--- src/rtl/tl_rx_error_check_ctrl.sv ---
// tl_rx_error_check_ctrl
// Error-check sequencer for the TL RX write handler. It latches one decoded
// header, gives the UR/MF checkers one evaluation cycle, hands a
// forward/discard decision to the write datapath, and for failing TLPs
// requests an error message.
//
// Optional feature: define UR_ERR_CNT_EN to build the saturating UR/MF error
// counters and their synchronous clear. Without it the count outputs are
// tied to 0 and cnt_clr is ignored.
//
// state    | meaning
// ---------+--------------------------------------------------------------
// S_IDLE   | ready for a header; fields latch on hdr_valid
// S_CHECK  | one cycle with the checkers enabled; verdict is registered
// S_DECIDE | decision presented, held until dec_ready
// S_REPORT | error message requested, held until err_msg_ack
module tl_rx_error_check_ctrl #(
  parameter int ADDRESS_WIDTH = 64,
  parameter int CNT_WIDTH     = 8
) (
  input  logic                     clk,
  input  logic                     arst_n,
  input  logic                     hdr_valid,
  output logic                     hdr_ready,
  input  logic [2:0]               hdr_typ,
  input  logic                     hdr_ep,
  input  logic                     hdr_rw,
  input  logic                     hdr_addr_typ,
  input  logic [7:0]               hdr_msg_code,
  input  logic [ADDRESS_WIDTH-1:0] hdr_address,
  output logic                     chk_ur_en,
  output logic [2:0]               chk_typ,
  output logic                     chk_ep,
  output logic                     chk_rw,
  output logic                     chk_addr_typ,
  output logic [7:0]               chk_msg_code,
  output logic [ADDRESS_WIDTH-1:0] chk_address,
  input  logic                     chk_ur_error,
  input  logic                     chk_mf_error,
  output logic                     dec_valid,
  input  logic                     dec_ready,
  output logic                     dec_discard,
  output logic [1:0]               dec_err_code,
  input  logic                     err_report_en,
  output logic                     err_msg_req,
  input  logic                     err_msg_ack,
  output logic [1:0]               err_msg_code,
  input  logic                     cnt_clr,
  output logic [CNT_WIDTH-1:0]     ur_err_cnt,
  output logic [CNT_WIDTH-1:0]     mf_err_cnt
);

  typedef enum logic [1:0] {
    S_IDLE   = 2'd0,
    S_CHECK  = 2'd1,
    S_DECIDE = 2'd2,
    S_REPORT = 2'd3
  } state_t;

  localparam logic [1:0] CODE_NONE = 2'b00;
  localparam logic [1:0] CODE_UR   = 2'b01;
  localparam logic [1:0] CODE_MF   = 2'b10;

  state_t     r_state;
  state_t     w_next;
  logic [1:0] r_verdict;
  logic       w_hdr_hs;
  logic       w_dec_hs;

  assign w_hdr_hs = (r_state == S_IDLE) && hdr_valid;
  assign w_dec_hs = (r_state == S_DECIDE) && dec_ready;

  // State register
  always_ff @(posedge clk or negedge arst_n) begin
    if (!arst_n) r_state <= S_IDLE;
    else         r_state <= w_next;
  end

  // Next-state and output decode; outputs depend only on state and registers
  always_comb begin
    w_next       = r_state;
    hdr_ready    = 1'b0;
    chk_ur_en    = 1'b0;
    dec_valid    = 1'b0;
    dec_discard  = 1'b0;
    dec_err_code = CODE_NONE;
    err_msg_req  = 1'b0;
    err_msg_code = CODE_NONE;
    case (r_state)
      S_IDLE: begin
        hdr_ready = 1'b1;
        if (hdr_valid) w_next = S_CHECK;
      end
      S_CHECK: begin
        chk_ur_en = 1'b1;
        w_next    = S_DECIDE;
      end
      S_DECIDE: begin
        dec_valid    = 1'b1;
        dec_discard  = (r_verdict != CODE_NONE);
        dec_err_code = r_verdict;
        if (dec_ready) begin
          if ((r_verdict != CODE_NONE) && err_report_en) w_next = S_REPORT;
          else                                           w_next = S_IDLE;
        end
      end
      S_REPORT: begin
        err_msg_req  = 1'b1;
        err_msg_code = r_verdict;
        if (err_msg_ack) w_next = S_IDLE;
      end
      default: w_next = S_IDLE;
    endcase
  end

  // Header field latch; fields stay frozen until the next accepted header
  always_ff @(posedge clk or negedge arst_n) begin
    if (!arst_n) begin
      chk_typ      <= '0;
      chk_ep       <= 1'b0;
      chk_rw       <= 1'b0;
      chk_addr_typ <= 1'b0;
      chk_msg_code <= '0;
      chk_address  <= '0;
    end else if (w_hdr_hs) begin
      chk_typ      <= hdr_typ;
      chk_ep       <= hdr_ep;
      chk_rw       <= hdr_rw;
      chk_addr_typ <= hdr_addr_typ;
      chk_msg_code <= hdr_msg_code;
      chk_address  <= hdr_address;
    end
  end

  // Verdict capture during CHECK; malformed outranks unsupported request
  always_ff @(posedge clk or negedge arst_n) begin
    if (!arst_n) begin
      r_verdict <= CODE_NONE;
    end else if (r_state == S_CHECK) begin
      if (chk_mf_error)      r_verdict <= CODE_MF;
      else if (chk_ur_error) r_verdict <= CODE_UR;
      else                   r_verdict <= CODE_NONE;
    end
  end

`ifdef UR_ERR_CNT_EN
  localparam logic [CNT_WIDTH-1:0] CNT_MAX = {CNT_WIDTH{1'b1}};

  logic [CNT_WIDTH-1:0] r_ur_cnt;
  logic [CNT_WIDTH-1:0] r_mf_cnt;

  // Saturating error counters, bumped at the decision handshake; clear wins
  always_ff @(posedge clk or negedge arst_n) begin
    if (!arst_n) begin
      r_ur_cnt <= '0;
      r_mf_cnt <= '0;
    end else if (cnt_clr) begin
      r_ur_cnt <= '0;
      r_mf_cnt <= '0;
    end else if (w_dec_hs) begin
      if ((r_verdict == CODE_UR) && (r_ur_cnt != CNT_MAX))
        r_ur_cnt <= r_ur_cnt + CNT_WIDTH'(1);
      if ((r_verdict == CODE_MF) && (r_mf_cnt != CNT_MAX))
        r_mf_cnt <= r_mf_cnt + CNT_WIDTH'(1);
    end
  end

  assign ur_err_cnt = r_ur_cnt;
  assign mf_err_cnt = r_mf_cnt;
`else
  logic w_unused_cnt;
  assign w_unused_cnt = cnt_clr ^ w_dec_hs;
  assign ur_err_cnt   = '0;
  assign mf_err_cnt   = '0;
`endif

endmodule
--- config.mk ---
export PLATFORM = sky130hd
export DESIGN_NAME = tl_rx_error_check_ctrl
export DESIGN_NICKNAME = d
export VERILOG_FILES = /design/src/rtl/tl_rx_error_check_ctrl.sv
export SDC_FILE = /design/constraint.sdc
export NUM_CORES = 1
export LEC_CHECK = 0
export CORE_MARGIN = 4
export CORE_UTILIZATION = 38
export CTS_CLUSTER_DIAMETER = 150
export DETAILED_ROUTE_END_ITERATION = 7
export PLACE_DENSITY = 0.86
export SLEW_MARGIN = 15
export SYNTH_ARGS = -nofsm -noshare
export SYNTH_HDL_FRONTEND = slang
export SYNTH_SLANG_ARGS = --single-unit
--- constraint.sdc ---
create_clock -name clk -period 2.04 [get_ports clk]
set_input_delay 0.408 -clock clk [delete_from_list [all_inputs] [get_ports clk]]
set_output_delay 0.408 -clock clk [all_outputs]
set_load 0.02 [all_outputs]
Word-level counts from Yosys, hierarchy flattened --
Cells that the tools add are included.
Cells by class: equality and inequality tests 6, multiplexer cells 14, reductions and logical operators 5
Operators by type and width (count):
- 2-bit 2-to-1 mux | 7
- 2-bit one-hot mux with 4 select lines | 1
- 1-bit 2-to-1 mux | 6
- 2-bit != test, second input constant | 3
- 2-bit equality test, second input constant | 2
- 3-bit AND reduction | 1
- 2-bit by 1-bit equality test with 1-bit output, second input constant | 1
- 1-bit logical AND | 2
- 2-bit zero test | 1
- 2-bit nonzero test | 1
Storage, ports and cells: register bits after elaboration 82, input port bits 87

Logic depth before layout (Yosys ltp) --
depth in word-level cells 5, depth in mapped cells 5

Worst setup path before layout --
OpenSTA, ideal clock, no wires.
path type reg-to-output, start point register r_state[1], end point output port dec_err_code[0], arrival 1401 ps, slack 231 ps, cell stages (with the launch flop) 4, buffers on the path 1, path through dfrtp_1 > clkbuf_1 > nor2b_1 > and2_1
Between the ends: longest elaborated chain between the ends 2
RTL lines:
- start, declared | RTL line 64 | state_t r_state;
- start signal, assigned | RTL line 76 | else r_state <= w_next;
- 2-bit equality test | RTL line 89 | case (r_state)
- 2-bit 2-to-1 mux | RTL line 89
- end, declared | RTL line 43 | output logic [1:0] dec_err_code,
Every way passes these cells.

Worst setup path after layout --
start point register r_state[1], end point output port err_msg_req
Between the ends: longest elaborated chain between the ends 2
RTL lines:
- 2-bit equality test | RTL line 89
- 1-bit 2-to-1 mux | RTL line 89
- end, declared | RTL line 45 | output logic err_msg_req,
Every way passes these cells.

==> results.md <==
* Outcome: complete, no violations
* CTS Sinks at 82
* Die footprint at 10,200 um2
* PD cells at 1660 nW/um2
* Peak VDD IR at 821 uV
* Unique masters post-synth at 21
* Top delay family on crit path: buffers and inverters
* CP Launch Type: register
* Worst r2r dst: chk_address[25]
* Met2 global-route usage at 0.282
* Critical R2R Launch: r_state[1]
* Area of the multi-input gates at 1100 um2
* Die height at 101 um
* # fillers at 638
* Number of antenna violations at the first check in global routing at 0
* Hold_buf cts at 0
* Final worst-path cycle share at 0.912
* Setup violators final at 0
* Yosys top cell area share at 0.628
* Vias in the first global route at 2,505
* Place WS at 72.7 ps
* Synthesis Warnings at 0
* First-pass GRT wire length at 12,300 um
* Drt initial violations at 22
* Crit end category: output port
* CTS H-tree lvls at 3
* WP data arrival at 1450 ps
* Met3 Track Usage GR at 0.0595
* Commonest non-fill, non-tap cell in the layout: clkdlybuf4s50_1
* Min Tclk post-route at 1860 ps
* Stages on worst setup path at 3
* Largest stage delay on the critical path at 460 ps
* Antenna Cells at 0
* I/O Pins at 190
* Post-synthesis cell count at 207
* Drt pass-1 iters at 4
* FF-to-FF setup slack at 310 ps
* Post-DP HPWL at 6180 um
* Net count, final at 472
* Lkg Pwr at 0.00226 uW
* Final slew viol count at 0
* Clock Latency Late Sink at 340 ps
* Routing usage on met1 at 0.164
* GRT Util Overall at 0.156
* GP Congestion at 0.735
* Via-per-instance ratio at 4.60
* Mapped Avg Cell Area at 15.8 um2
* Worst Setup EP: err_msg_req
* Unrepaired setup endpoints after global routing: false
* Slowest cell on crit path: dfrtp_2
* WP buf/inv at 2
* Initial Util at 0.394
* CP required at 1630 ps
* CTS buffer count at 9
* Vias at 2,277
* Port Buffers at 172
* Setup Skew at 15.1 ps
* Synth top area cells: dfrtp_1, mux2_2, buf_4
* Area growth from synthesis to layout at 62.8%
* R2r worst-path depth at 4
* Antenna-violating nets left at 0
* Crit Path Max Fanout at 8
* Achievable Freq at 537 MHz
* Max Cap Violations at 0
* Worst hold path class: input port to asynchronous set/reset pin
* Synth Register Bits at 82
* TritonCTS clock tree: built
* Setup TNS at 0 ps
* Flip-flop and latch area at 2050 um2
* CORE AREA at 8300 um2
* Placed Instances at 479
* Clock Pin Slew Worst Setup and Hold Paths at 90 ps
* GR Overflow Total at 0
* Worst setup path category: register to output port
* Root buf cell: clkbuf_8
* Most frequent cells in the layout: clkdlybuf4s50_1, dfrtp_1, mux2_2, conb_1, clkbuf_8
* Clock Tree Buf Depth at 2
* Die Width at 101 um
* GRT Max-Usage Layer: met2
* PnR worst setup slack at 179 ps
* Final hold vios at 0
* Total routed wirelength at 7960 um
* Core Rows at 33
* Cell Area, Synth at 3270 um2
* Pin count of the biggest net entering global routing at 58
* DRC viols at 0
* Post-synth top area cell: dfrtp_1
* Wirelength per Cell at 16.1 um
* Layout cells sized above 1 at 0.246
* Crit path from: r_state[1]
* Post-CTS setup buffer count at 0
* Sequential-to-total area share from yosys stat at 0.628
* Final Instance Count excl. Fillers at 495
* Crit-path cells: buf_4, and2_1, dlygate4sd2_1
## worst min path at each step
stage | from | end | slack (ps) | cells after the start
4_1_cts | arst_n | chk_address[3] | 30 | 1
2_1_floorplan | arst_n | chk_addr_typ | 110 | 0
3_5_place_dp | arst_n | chk_address[3] | 410 | 1
5_1_grt | arst_n | chk_address[3] | 50 | 1
3_3_place_gp | arst_n | chk_address[11] | 400 | 1
6_report | arst_n | chk_address[3] | 30 | 1
## sequential cells by signal, indices dropped and copies added, names as in the netlist
signal        flops
chk_rw            1
r_state           2
chk_ep            1
r_verdict         2
chk_msg_code      8
chk_addr_typ      1
chk_address      64
chk_typ           3
## final cells by class
class	count	share of cell area
multi-input combinational	113	0.207
clock inverter	4	0.0183
clock buffer	12	0.0291
sequential	82	0.386
inverter	1	0.000705
tap	105	0.0247
timing repair buffer	178	0.335
## Yosys cell counts
cell       n
inv_1      1
and3b_1    1
mux2_2    71
buf_4     17
buf_2      7
o21a_1     1
nor2_1     1
nor3b_4    1
dfrtp_1   82
clkbuf_1   1
conb_1     1
buf_6      1
nor2b_1    3
and3_1     2
mux2_1     9
a32oi_1    1
o211ai_1   1
nand2b_1   1
and2_1     3
a211o_1    1
o2111a_1   1
## layer usage
layer / vias to the layer above / routed length [um] / part of all wire
li1: 1044 / - / -
met1: 1116 / 2810 / 0.35
met2: 107 / 4170 / 0.52
met3: 10 / 863 / 0.11
met4: 0 / 114 / 0.014
met5: - / 0 / 0
## worst register-to-register path, delay by kind of cell, from the launching register on
kind	cells	cell delay, ps
mux	1	450
simple gates	1	230
buf+inv	2	480
flops	1	460
## kinds of logic after synthesis
kind of cell           count (synthesis)  synth area share
muxes                                 80             0.276
buffers and inverters                 27            0.0555
and+or+nand+nor                       12            0.0268
DFF                                   82             0.628
other                                  1           0.00115
AOI/OAI and AO/OA                      5            0.0134
## metrics by stage
stage / hold WS [ps] / cell area [um2] / total power (uW) / utilization
6_report: 26.4 / 5320 / 8820 / 0.641
5_1_grt: 49.2 / 5320 / 9300 / 0.641
4_1_cts: 31.4 / 5320 / 8950 / 0.641
3_5_place_dp: 409 / 5070 / 7500 / 0.611
3_3_place_gp: 397 / 5070 / 7340 / 0.611
2_1_floorplan: 112 / 3330 / 5240 / -
## power by group
group,internal (uW),switching [uW],total (uW)
Sequential,2460,450,2910
Clock,882,563,1440
Combinational,2410,2060,4470
## timing repair
item | 4_1_cts | 5_1_grt
endpoints found under the hold margin | 0 | 0
endpoints found under the setup margin | 8 | 1
gates resized for setup | 11 | 1
No activity file was read; power rests on OpenSTA's default activity.
